File: config.mk
export PLATFORM = sky130hd
export DESIGN_NAME = instruction_decode_pipe_flat
export DESIGN_NICKNAME = d
export VERILOG_FILES = /design/src/rtl/instruction_decode_pipe_if.sv /design/src/rtl/instruction_decode_pipe.sv /design/src/flat_wrapper.sv
export SDC_FILE = /design/constraint.sdc
export NUM_CORES = 2
export LEC_CHECK = 0
export CORE_AREA = 2 2 320 322
export DETAILED_ROUTE_END_ITERATION = 16
export DIE_AREA = 0 0 322 324
export PLACE_DENSITY_LB_ADDON = 0.3
export SLEW_MARGIN = 10
export SYNTH_ARGS = -nofsm -noshare
export SYNTH_HDL_FRONTEND = slang
export SYNTH_SLANG_ARGS = --single-unit
export TNS_END_PERCENT = 50
File: constraint.sdc
create_clock -name Clock -period 4 [get_ports Clock]
set_input_delay 0.8 -clock Clock [delete_from_list [all_inputs] [get_ports Clock]]
set_output_delay 0.8 -clock Clock [all_outputs]
set_load 0.03 [all_outputs]
File: src/rtl/instruction_decode_pipe_if.sv
// Decode-stage bus: IF/ID instruction, write-back port, EX hazard info and ID/EX outputs.
// Master drives the instruction/write-back side; slave is the decode stage.
interface instruction_decode_pipe_if #(
    parameter int unsigned DATA_WIDTH = 32,
    parameter int unsigned NUM_REGS   = 32
);
    localparam int unsigned ADDR_W = $clog2(NUM_REGS);

    logic [31:0]            Instruction;
    logic                   InstrValid;
    logic                   WB_RegWrite;
    logic [ADDR_W-1:0]      WB_rDest;
    logic [DATA_WIDTH-1:0]  WB_Data;
    logic                   EX_MemRead;
    logic [ADDR_W-1:0]      EX_rDest;
    logic                   Flush;
    logic                   Stall;
    logic                   EX_Valid;
    logic                   RegDst;
    logic                   ALUSrc;
    logic                   MemRead;
    logic                   MemWrite;
    logic                   MemToReg;
    logic                   RegWriteOut;
    logic                   Branch;
    logic [3:0]             ALUOp;
    logic [DATA_WIDTH-1:0]  Reg_Data1;
    logic [DATA_WIDTH-1:0]  Reg_Data2;
    logic [DATA_WIDTH-1:0]  ImmExt;
    logic [ADDR_W-1:0]      Rs;
    logic [ADDR_W-1:0]      Rt;
    logic [ADDR_W-1:0]      Rd;

    modport master (
        output Instruction, InstrValid, WB_RegWrite, WB_rDest, WB_Data,
               EX_MemRead, EX_rDest, Flush,
        input  Stall, EX_Valid, RegDst, ALUSrc, MemRead, MemWrite, MemToReg,
               RegWriteOut, Branch, ALUOp, Reg_Data1, Reg_Data2, ImmExt, Rs, Rt, Rd
    );

    modport slave (
        input  Instruction, InstrValid, WB_RegWrite, WB_rDest, WB_Data,
               EX_MemRead, EX_rDest, Flush,
        output Stall, EX_Valid, RegDst, ALUSrc, MemRead, MemWrite, MemToReg,
               RegWriteOut, Branch, ALUOp, Reg_Data1, Reg_Data2, ImmExt, Rs, Rt, Rd
    );
endinterface

File: src/rtl/instruction_decode_pipe.sv
// MIPS-subset decode stage: register file, load-use stall, registered ID/EX boundary.
// Optional macro DECODE_BYPASS_EN: same-cycle write-back forwarding into the operands.
module instruction_decode_pipe #(
    parameter int unsigned DATA_WIDTH = 32,
    parameter int unsigned NUM_REGS   = 32
) (
    input  logic                      Clock,
    input  logic                      Reset,
    instruction_decode_pipe_if.slave  bus
);
    localparam int unsigned ADDR_W = $clog2(NUM_REGS);

    localparam logic [3:0] ALU_ADD = 4'd0;
    localparam logic [3:0] ALU_SUB = 4'd1;
    localparam logic [3:0] ALU_AND = 4'd2;
    localparam logic [3:0] ALU_OR  = 4'd3;
    localparam logic [3:0] ALU_SLT = 4'd4;
    localparam logic [3:0] ALU_MUL = 4'd5;

    typedef struct packed {
        logic       reg_dst;
        logic       alu_src;
        logic       mem_read;
        logic       mem_write;
        logic       mem_to_reg;
        logic       reg_write;
        logic       branch;
        logic [3:0] alu_op;
    } ctrl_t;

    logic [DATA_WIDTH-1:0] rf_q [NUM_REGS];

    logic [5:0]            opcode;
    logic [5:0]            funct;
    logic [ADDR_W-1:0]     rs;
    logic [ADDR_W-1:0]     rt;
    logic [ADDR_W-1:0]     rd;
    logic [DATA_WIDTH-1:0] imm_ext;
    logic [DATA_WIDTH-1:0] rd_data1;
    logic [DATA_WIDTH-1:0] rd_data2;

    ctrl_t                 ctrl_dec;
    logic                  legal;
    logic                  rt_read;
    logic                  r_type;
    logic [3:0]            r_alu;
    logic                  stall;
    logic                  wb_we;

    ctrl_t                 ctrl_d,  ctrl_q;
    logic                  valid_d, valid_q;
    logic [DATA_WIDTH-1:0] data1_d, data1_q;
    logic [DATA_WIDTH-1:0] data2_d, data2_q;
    logic [DATA_WIDTH-1:0] imm_d,   imm_q;
    logic [ADDR_W-1:0]     rs_d,    rs_q;
    logic [ADDR_W-1:0]     rt_d,    rt_q;
    logic [ADDR_W-1:0]     rd_d,    rd_q;

    // Instruction field extraction; register fields keep only the low ADDR_W bits.
    assign opcode  = bus.Instruction[31:26];
    assign funct   = bus.Instruction[5:0];
    assign rs      = bus.Instruction[21 +: ADDR_W];
    assign rt      = bus.Instruction[16 +: ADDR_W];
    assign rd      = bus.Instruction[11 +: ADDR_W];
    assign imm_ext = DATA_WIDTH'($signed(bus.Instruction[15:0]));
    assign wb_we   = bus.WB_RegWrite && (bus.WB_rDest != '0);

    // Asynchronous register-file read; r0 is hardwired to zero.
    always_comb begin
        rd_data1 = (rs == '0) ? '0 : rf_q[rs];
        rd_data2 = (rt == '0) ? '0 : rf_q[rt];
`ifdef DECODE_BYPASS_EN
        if (wb_we && (bus.WB_rDest == rs)) rd_data1 = bus.WB_Data;
        if (wb_we && (bus.WB_rDest == rt)) rd_data2 = bus.WB_Data;
`endif
    end

    // Opcode/funct decode into control bundle, legality and rt usage.
    always_comb begin
        ctrl_dec = '0;
        legal    = 1'b0;
        rt_read  = 1'b0;
        r_type   = 1'b0;
        r_alu    = ALU_ADD;
        case (opcode)
            6'h00: begin
                r_type = 1'b1;
                case (funct)
                    6'h20:   r_alu = ALU_ADD;
                    6'h22:   r_alu = ALU_SUB;
                    6'h24:   r_alu = ALU_AND;
                    6'h25:   r_alu = ALU_OR;
                    6'h2A:   r_alu = ALU_SLT;
                    default: r_type = 1'b0;
                endcase
            end
            6'h1C: begin
                if (funct == 6'h02) begin
                    r_type = 1'b1;
                    r_alu  = ALU_MUL;
                end
            end
            6'h08: begin
                legal              = 1'b1;
                ctrl_dec.alu_src   = 1'b1;
                ctrl_dec.reg_write = 1'b1;
                ctrl_dec.alu_op    = ALU_ADD;
            end
            6'h23: begin
                legal               = 1'b1;
                ctrl_dec.alu_src    = 1'b1;
                ctrl_dec.mem_read   = 1'b1;
                ctrl_dec.mem_to_reg = 1'b1;
                ctrl_dec.reg_write  = 1'b1;
                ctrl_dec.alu_op     = ALU_ADD;
            end
            6'h2B: begin
                legal              = 1'b1;
                rt_read            = 1'b1;
                ctrl_dec.alu_src   = 1'b1;
                ctrl_dec.mem_write = 1'b1;
                ctrl_dec.alu_op    = ALU_ADD;
            end
            6'h04: begin
                legal           = 1'b1;
                rt_read         = 1'b1;
                ctrl_dec.branch = 1'b1;
                ctrl_dec.alu_op = ALU_SUB;
            end
            default: ;
        endcase
        if (r_type) begin
            legal              = 1'b1;
            rt_read            = 1'b1;
            ctrl_dec.reg_dst   = 1'b1;
            ctrl_dec.reg_write = 1'b1;
            ctrl_dec.alu_op    = r_alu;
        end
    end

    // Load-use hazard: the load in EX targets a register this instruction reads.
    assign stall = bus.InstrValid && !bus.Flush && bus.EX_MemRead && (bus.EX_rDest != '0)
                   && ((bus.EX_rDest == rs) || ((bus.EX_rDest == rt) && rt_read));

    // ID/EX next state: flush or stall inject a bubble; operands and fields always load.
    always_comb begin
        ctrl_d  = '0;
        valid_d = 1'b0;
        data1_d = rd_data1;
        data2_d = rd_data2;
        imm_d   = imm_ext;
        rs_d    = rs;
        rt_d    = rt;
        rd_d    = rd;
        if (!bus.Flush && !stall && bus.InstrValid && legal) begin
            ctrl_d  = ctrl_dec;
            valid_d = 1'b1;
        end
    end

    // ID/EX register and register-file write port; write-back ignores stall and flush.
    always_ff @(posedge Clock) begin
        if (Reset) begin
            ctrl_q  <= '0;
            valid_q <= 1'b0;
            data1_q <= '0;
            data2_q <= '0;
            imm_q   <= '0;
            rs_q    <= '0;
            rt_q    <= '0;
            rd_q    <= '0;
            for (int i = 0; i < int'(NUM_REGS); i++) rf_q[i] <= '0;
        end else begin
            ctrl_q  <= ctrl_d;
            valid_q <= valid_d;
            data1_q <= data1_d;
            data2_q <= data2_d;
            imm_q   <= imm_d;
            rs_q    <= rs_d;
            rt_q    <= rt_d;
            rd_q    <= rd_d;
            if (wb_we) rf_q[bus.WB_rDest] <= bus.WB_Data;
        end
    end

    assign bus.Stall       = stall;
    assign bus.EX_Valid    = valid_q;
    assign bus.RegDst      = ctrl_q.reg_dst;
    assign bus.ALUSrc      = ctrl_q.alu_src;
    assign bus.MemRead     = ctrl_q.mem_read;
    assign bus.MemWrite    = ctrl_q.mem_write;
    assign bus.MemToReg    = ctrl_q.mem_to_reg;
    assign bus.RegWriteOut = ctrl_q.reg_write;
    assign bus.Branch      = ctrl_q.branch;
    assign bus.ALUOp       = ctrl_q.alu_op;
    assign bus.Reg_Data1   = data1_q;
    assign bus.Reg_Data2   = data2_q;
    assign bus.ImmExt      = imm_q;
    assign bus.Rs          = rs_q;
    assign bus.Rt          = rt_q;
    assign bus.Rd          = rd_q;
endmodule
File: src/flat_wrapper.sv
// flat-port wrapper written by rule: the top's interface ports become plain ports
module instruction_decode_pipe_flat 
#(
    parameter int unsigned DATA_WIDTH = 32,
    parameter int unsigned NUM_REGS   = 32
)
  (Clock, Reset, bus_Instruction, bus_InstrValid, bus_WB_RegWrite, bus_WB_rDest, bus_WB_Data, bus_EX_MemRead, bus_EX_rDest, bus_Flush, bus_Stall, bus_EX_Valid, bus_RegDst, bus_ALUSrc, bus_MemRead, bus_MemWrite, bus_MemToReg, bus_RegWriteOut, bus_Branch, bus_ALUOp, bus_Reg_Data1, bus_Reg_Data2, bus_ImmExt, bus_Rs, bus_Rt, bus_Rd);
  instruction_decode_pipe_if #(.DATA_WIDTH(DATA_WIDTH), .NUM_REGS(NUM_REGS)) bus_i ();
  input  logic Clock;
  input  logic Reset;
  input wire logic [$bits(bus_i.Instruction)-1:0] bus_Instruction;
  input wire logic [$bits(bus_i.InstrValid)-1:0] bus_InstrValid;
  input wire logic [$bits(bus_i.WB_RegWrite)-1:0] bus_WB_RegWrite;
  input wire logic [$bits(bus_i.WB_rDest)-1:0] bus_WB_rDest;
  input wire logic [$bits(bus_i.WB_Data)-1:0] bus_WB_Data;
  input wire logic [$bits(bus_i.EX_MemRead)-1:0] bus_EX_MemRead;
  input wire logic [$bits(bus_i.EX_rDest)-1:0] bus_EX_rDest;
  input wire logic [$bits(bus_i.Flush)-1:0] bus_Flush;
  output wire logic [$bits(bus_i.Stall)-1:0] bus_Stall;
  output wire logic [$bits(bus_i.EX_Valid)-1:0] bus_EX_Valid;
  output wire logic [$bits(bus_i.RegDst)-1:0] bus_RegDst;
  output wire logic [$bits(bus_i.ALUSrc)-1:0] bus_ALUSrc;
  output wire logic [$bits(bus_i.MemRead)-1:0] bus_MemRead;
  output wire logic [$bits(bus_i.MemWrite)-1:0] bus_MemWrite;
  output wire logic [$bits(bus_i.MemToReg)-1:0] bus_MemToReg;
  output wire logic [$bits(bus_i.RegWriteOut)-1:0] bus_RegWriteOut;
  output wire logic [$bits(bus_i.Branch)-1:0] bus_Branch;
  output wire logic [$bits(bus_i.ALUOp)-1:0] bus_ALUOp;
  output wire logic [$bits(bus_i.Reg_Data1)-1:0] bus_Reg_Data1;
  output wire logic [$bits(bus_i.Reg_Data2)-1:0] bus_Reg_Data2;
  output wire logic [$bits(bus_i.ImmExt)-1:0] bus_ImmExt;
  output wire logic [$bits(bus_i.Rs)-1:0] bus_Rs;
  output wire logic [$bits(bus_i.Rt)-1:0] bus_Rt;
  output wire logic [$bits(bus_i.Rd)-1:0] bus_Rd;
  assign bus_i.Instruction = bus_Instruction;
  assign bus_i.InstrValid = bus_InstrValid;
  assign bus_i.WB_RegWrite = bus_WB_RegWrite;
  assign bus_i.WB_rDest = bus_WB_rDest;
  assign bus_i.WB_Data = bus_WB_Data;
  assign bus_i.EX_MemRead = bus_EX_MemRead;
  assign bus_i.EX_rDest = bus_EX_rDest;
  assign bus_i.Flush = bus_Flush;
  assign bus_Stall = bus_i.Stall;
  assign bus_EX_Valid = bus_i.EX_Valid;
  assign bus_RegDst = bus_i.RegDst;
  assign bus_ALUSrc = bus_i.ALUSrc;
  assign bus_MemRead = bus_i.MemRead;
  assign bus_MemWrite = bus_i.MemWrite;
  assign bus_MemToReg = bus_i.MemToReg;
  assign bus_RegWriteOut = bus_i.RegWriteOut;
  assign bus_Branch = bus_i.Branch;
  assign bus_ALUOp = bus_i.ALUOp;
  assign bus_Reg_Data1 = bus_i.Reg_Data1;
  assign bus_Reg_Data2 = bus_i.Reg_Data2;
  assign bus_ImmExt = bus_i.ImmExt;
  assign bus_Rs = bus_i.Rs;
  assign bus_Rt = bus_i.Rt;
  assign bus_Rd = bus_i.Rd;
  instruction_decode_pipe #(.DATA_WIDTH(DATA_WIDTH), .NUM_REGS(NUM_REGS)) u_core (.Clock(Clock), .Reset(Reset), .bus(bus_i));
endmodule
# Yosys cells after proc, flatten, opt, wreduce, memory -nomap -nowiden
# Memories as Yosys holds them, arrays and structs flattened. A register that Yosys moved wholly into a read port is not among the register bits.
# Index checks and enable logic that the tools add are counted.
dict set report op_classes {
  addsub 0
  mul 0
  n_div 0
  order_cmp 0
  n_eq_ne 13
  shift 0
  mux 28
  bitwise_logic 1
  n_reduce_logical 26
}
# op n
set op_table {}
lappend op_table {{6-bit == test (second input constant)} 7}
lappend op_table {{32-bit 2-to-1 mux} 1}
lappend op_table {{32-bit OR reduction} 1}
lappend op_table {{1-bit 2-to-1 mux} 21}
lappend op_table {{3-bit one-hot mux with 4 select lines} 1}
lappend op_table {{5-bit == test} 2}
lappend op_table {{5-bit zero test} 2}
lappend op_table {{5-bit nonzero test} 2}
lappend op_table {{2-bit OR reduction} 5}
lappend op_table {{1-bit logical AND} 9}
lappend op_table {{4-bit one-hot mux with 2 select lines} 1}
lappend op_table {{6-bit by 2-bit == test with 1-bit output (second input constant)} 1}
lappend op_table {{6-bit by 3-bit == test with 1-bit output (second input constant)} 1}
lappend op_table {{6-bit by 4-bit == test with 1-bit output (second input constant)} 1}
lappend op_table {{6-bit by 5-bit == test with 1-bit output (second input constant)} 1}
lappend op_table {{6-bit zero test} 1}
lappend op_table {{5-bit 2-to-1 mux} 1}
lappend op_table {{5-bit OR reduction} 1}
lappend op_table {{4-bit 2-to-1 mux} 1}
lappend op_table {{4-bit OR reduction} 1}
lappend op_table {{3-bit 2-to-1 mux} 1}
lappend op_table {{3-bit OR reduction} 1}
lappend op_table {{1-bit zero test} 2}
lappend op_table {{1-bit one-hot mux with 2 select lines} 1}
lappend op_table {{other kinds (2)} 2}
dict set report totals {
  regBits 42
  latch_bits 0
  ram_bits 1024
  rom_bits 0
  inputBits 80
  output_inout_bits 124
  elab_cells 81
  memories 1
}
# memory depth word_bits rd rd_clocked_by_memory_dff write_ports line
set memory_table {}
lappend memory_table {u_core.rf_q 32 32 2 2 32 instruction_decode_pipe.sv:31} ;# logic [DATA_WIDTH-1:0] rf_q [NUM_REGS];

# Depth between registers and ports, before layout
dict set report depth {
  depth_word 14
  ltp_mapped 8
  depth_no_buf 5
}

# Worst setup path before layout
# OpenSTA, ideal clock, no wires.
dict set report synth_path {
  kind {input to output}
  start {input bus_Instruction[29]}
  end {output bus_Stall}
  arrival_time_ps 2374
  required_time_ps 3200
  setup_slack_ps 826
  stages 5
  n_path_buf 0
  cell_sequence {or4_4 and4bb_2 a221oi_2 a2bb2oi_1 nor2_1}
}
dict set report synth_via {
  elab_chain_cells 7
  elab_cells_between_ends 11
  cone_classes {eq/ne: 3; mux: 3; reduce/logical: 5}
}
# item line
set synth_lines {}
lappend synth_lines {{start, declared} flat_wrapper.sv:11} ;# input wire logic [$bits(bus_i.Instruction)-1:0] bus_Instruction;
lappend synth_lines {{6-bit == test or 6-bit by 3-bit == test with 1-bit output (tied branches)} instruction_decode_pipe.sv:85} ;# case (opcode)
lappend synth_lines {{2-bit OR reduction (no source line)} -}
lappend synth_lines {{1-bit 2-to-1 mux} instruction_decode_pipe.sv:85}
lappend synth_lines {{1-bit 2-to-1 mux (*)} instruction_decode_pipe.sv:132} ;# if (r_type) begin
lappend synth_lines {{1-bit logical AND (*)} instruction_decode_pipe.sv:143} ;# && ((bus.EX_rDest == rs) || ((bus.EX_rDest == rt) && rt_read));
lappend synth_lines {{1-bit logical OR (*)} instruction_decode_pipe.sv:143}
lappend synth_lines {{1-bit logical AND (*)} instruction_decode_pipe.sv:143}
lappend synth_lines {{end, declared} flat_wrapper.sv:19} ;# output wire logic [$bits(bus_i.Stall)-1:0] bus_Stall;
# Every way passes the cells marked *; elsewhere a longest branch is shown, timed or not.

# Worst setup path after layout
dict set report layout_path {
  start {input bus_Instruction[28]}
  end {output bus_Stall}
}
# Same word-level chain as after synthesis.

==> metrics <==
outcome=completed; Layout Nets=3862; cts repair resizes=0; Final Cycle Share=0.934; clock buffer depth=3; fraction of layout cells with a size suffix above 1=0.258; I/O Pins=about 200; Buffers & Inverters on Critical Path=2; Seq/Total Area, Yosys=0.574; Worst-path clk slew=0.06 ns; drt drc=0; Final HPWL DP=104 mm; PortBufs=202; Root Buffer=clkbuf_16; worst hold-check path type=in2reg; WHS Endpoint=u_core.rf_q[0][24]; Worst R2R End=u_core.bus.Reg_Data1[17]; predominant post-synthesis flop cell=edfxtp_1; first-pass GRT wire length=~250 mm; CP Class=in2out; Mapped Area=57100 µm²; initial drt markers=5403; hold path startpoint=Reset; CP max FO=7; YS warnings=0; CP dominant cell by count=nor2_1; Internal=approximately 0.021 W; Die ar.=around 100000 µm²; final hold vios=0; Worst EP arrival=about 2.9 ns; synthesis-to-finish area growth=14.2%; Final setup violation count=0; # Post-CTS Setup Buffers=0; setup slack, reg-to-reg=2.07 ns; Fin Setup TNS=0 ns; total global routing overflow=0; ANT nets after route=0; Avg Cell Area, Syn=15.7 µm²; later-pin clock latency in the skew report=about 0.71 ns; initial antenna violation count=20; CP top delay family=compound AO/OA/AOI/OAI gates; Worst-Margin Slew=1.20 ns; Die X=322 µm; Pwr Density=432 nW/µm²; most frequent cell after synthesis=edfxtp_1; vias in the first global route=35453; Sw Share=0.245; largest net degree at the start of global routing=66; CTS Buf Count=118; Unique masters post-synth=50; Flop pwr share=0.490; slew margin rel.=0.198; combinational power share=0.122; CTS tree=yes; critical path startpoint category=input pin; Pre-Repair DR Iteration Count=5; Global Route Usage Sum=0.342; Clk pwr share=0.388; Async SR Flop Fraction=0; vias after detailed routing=between 30000 and 40000; DRT Wirelength=approximately 180 mm; Reg2Reg Launch Point=u_core.rf_q[15][17]; LEAKAGE=~23 nW; Crit. End Element=output port; number of max-cap violations=0; RSZ-0062 raised after global routing=false; Die Y-Extent=324 µm; dominant cells by area after synthesis=edfxtp_1, mux4_2, and2_1; wire length per cell=33.9 µm; NetSw=about 0.0069 W; post-synth top area share=0.539; r2r worst-path depth=4; routability cong.=0.858; clk_skew=~0.021 ns; Slew Limit Fails=0; WHS=0.453 ns; Post-CTS Hold Fix Bufs=0; CTS H-tree depth=3; initial core utilization=0.565; Seq cells post-synth=1124; CTS sink count=1124; Synth top cells by count=edfxtp_1, and2_1, mux4_2; worst-path cell chain=clkdlybuf4s50_1 -> nor2_1 -> and4bb_2 -> a221oi_2 -> a2bb2oi_1 -> nor2_1 -> buf_4; fin crit period=3.74 ns; top cell type by total area after synthesis=edfxtp_1; cell count after synthesis=between 3000 and 4000; Max rail drop VDD=0.000395 V; worst stage delay on the critical path=approximately 0.68 ns; CP required=3.20 ns; hold path depth=1; EDFF count, synth=1024; vias per inst=6.82; CP max stage cell=a221oi_2; row cnt=about 120; fmax=268 MHz; Core Footprint=101000 µm²
-- flip-flops by register name, indices dropped and copies added (netlist names), 3 cells and up --
name,flops
u_core.bus.Reg_Data2,32
u_core.bus.Rs,5
u_core.bus.Rt,5
u_core.bus.ALUOp,3
u_core.bus.Rd,5
u_core.rf_q,1024
u_core.bus.Reg_Data1,32
u_core.bus.ImmExt,11
-- through the flow --
step | instances | area [µm²] | power (W) | utilization | setup slack (ns)
after floorplan | 3675 | 57200 | 0.0161 | - | 0.826
after global placement | 4971 | 61300 | 0.0173 | 0.607 | 0.300
after detailed placement | 4971 | 61300 | 0.0174 | 0.607 | 0.265
after CTS | 5196 | 65200 | 0.0282 | 0.645 | 0.255
after global routing | 5199 | 65200 | 0.0288 | 0.645 | 0.200
final | 5205 | 65200 | 0.0282 | 0.645 | 0.264
-- how the worst max path moves through the flow --
stage	from	endpoint	slack, ns	cells past startpoint
floorplan	bus_Instruction[29]	bus_Stall	0.83	5
global placement	bus_Instruction[29]	bus_Stall	0.30	7
detailed placement	bus_Instruction[29]	bus_Stall	0.26	7
CTS	bus_Instruction[29]	bus_Stall	0.25	7
global route	bus_Instruction[29]	bus_Stall	0.20	7
finish	bus_Instruction[28]	bus_Stall	0.26	7
-- power groups by stage --
stage / Sequential, W / Combinational, W / Clock, W
detailed placement: 0.0140 / 0.00338 / 0
global route: 0.0139 / 0.00354 / 0.0114
floorplan: 0.0141 / 0.00197 / 0
CTS: 0.0138 / 0.00339 / 0.0110
global placement: 0.0140 / 0.00334 / 0
finish: 0.0138 / 0.00343 / 0.0109
-- layout make-up --
class	instances	area [µm²]
diodes	9	22.5
clock buffers	164	3320
clock inverters	61	541
fillers	7000	35800
inverters	3	11.3
multi-input cells	2160	23000
flip-flops and latches	1124	32800
well taps	1309	1640
repair buffers	375	3910
-- placed cells by master, fill, tap and decap left out, drive strengths merged, types with 43 or more instances in the layout --
cell type      Yosys  layout
edfxtp          1024    1024
and2             992     992
mux4             512     512
mux2i            257     257
clkdlybuf4s50      0     194
buf              161     181
clkbuf           227     164
o22ai            128     128
dfxtp            100     100
or2               95      95
clkinv             0      46
nor2              43      43
-- cell families after synthesis --
group                  after synthesis  share of synthesized area
buffers and inverters              391                     0.0306
AND/OR/NAND/NOR                   1200                      0.130
multiplexers                       770                      0.247
other                                1                  0.0000657
XOR/XNOR                            10                    0.00153
AO/OA/AOI/OAI                      147                     0.0172
flip-flops                        1124                      0.574
-- layer usage --
layer / wire [µm] / track usage
met2: 82500 / 0.539
met1: 62000 / 0.454
met3: 22900 / 0.0830
met5: 65 / 0
met4: 9140 / 0.156
(Power assumes the default switching activity.)
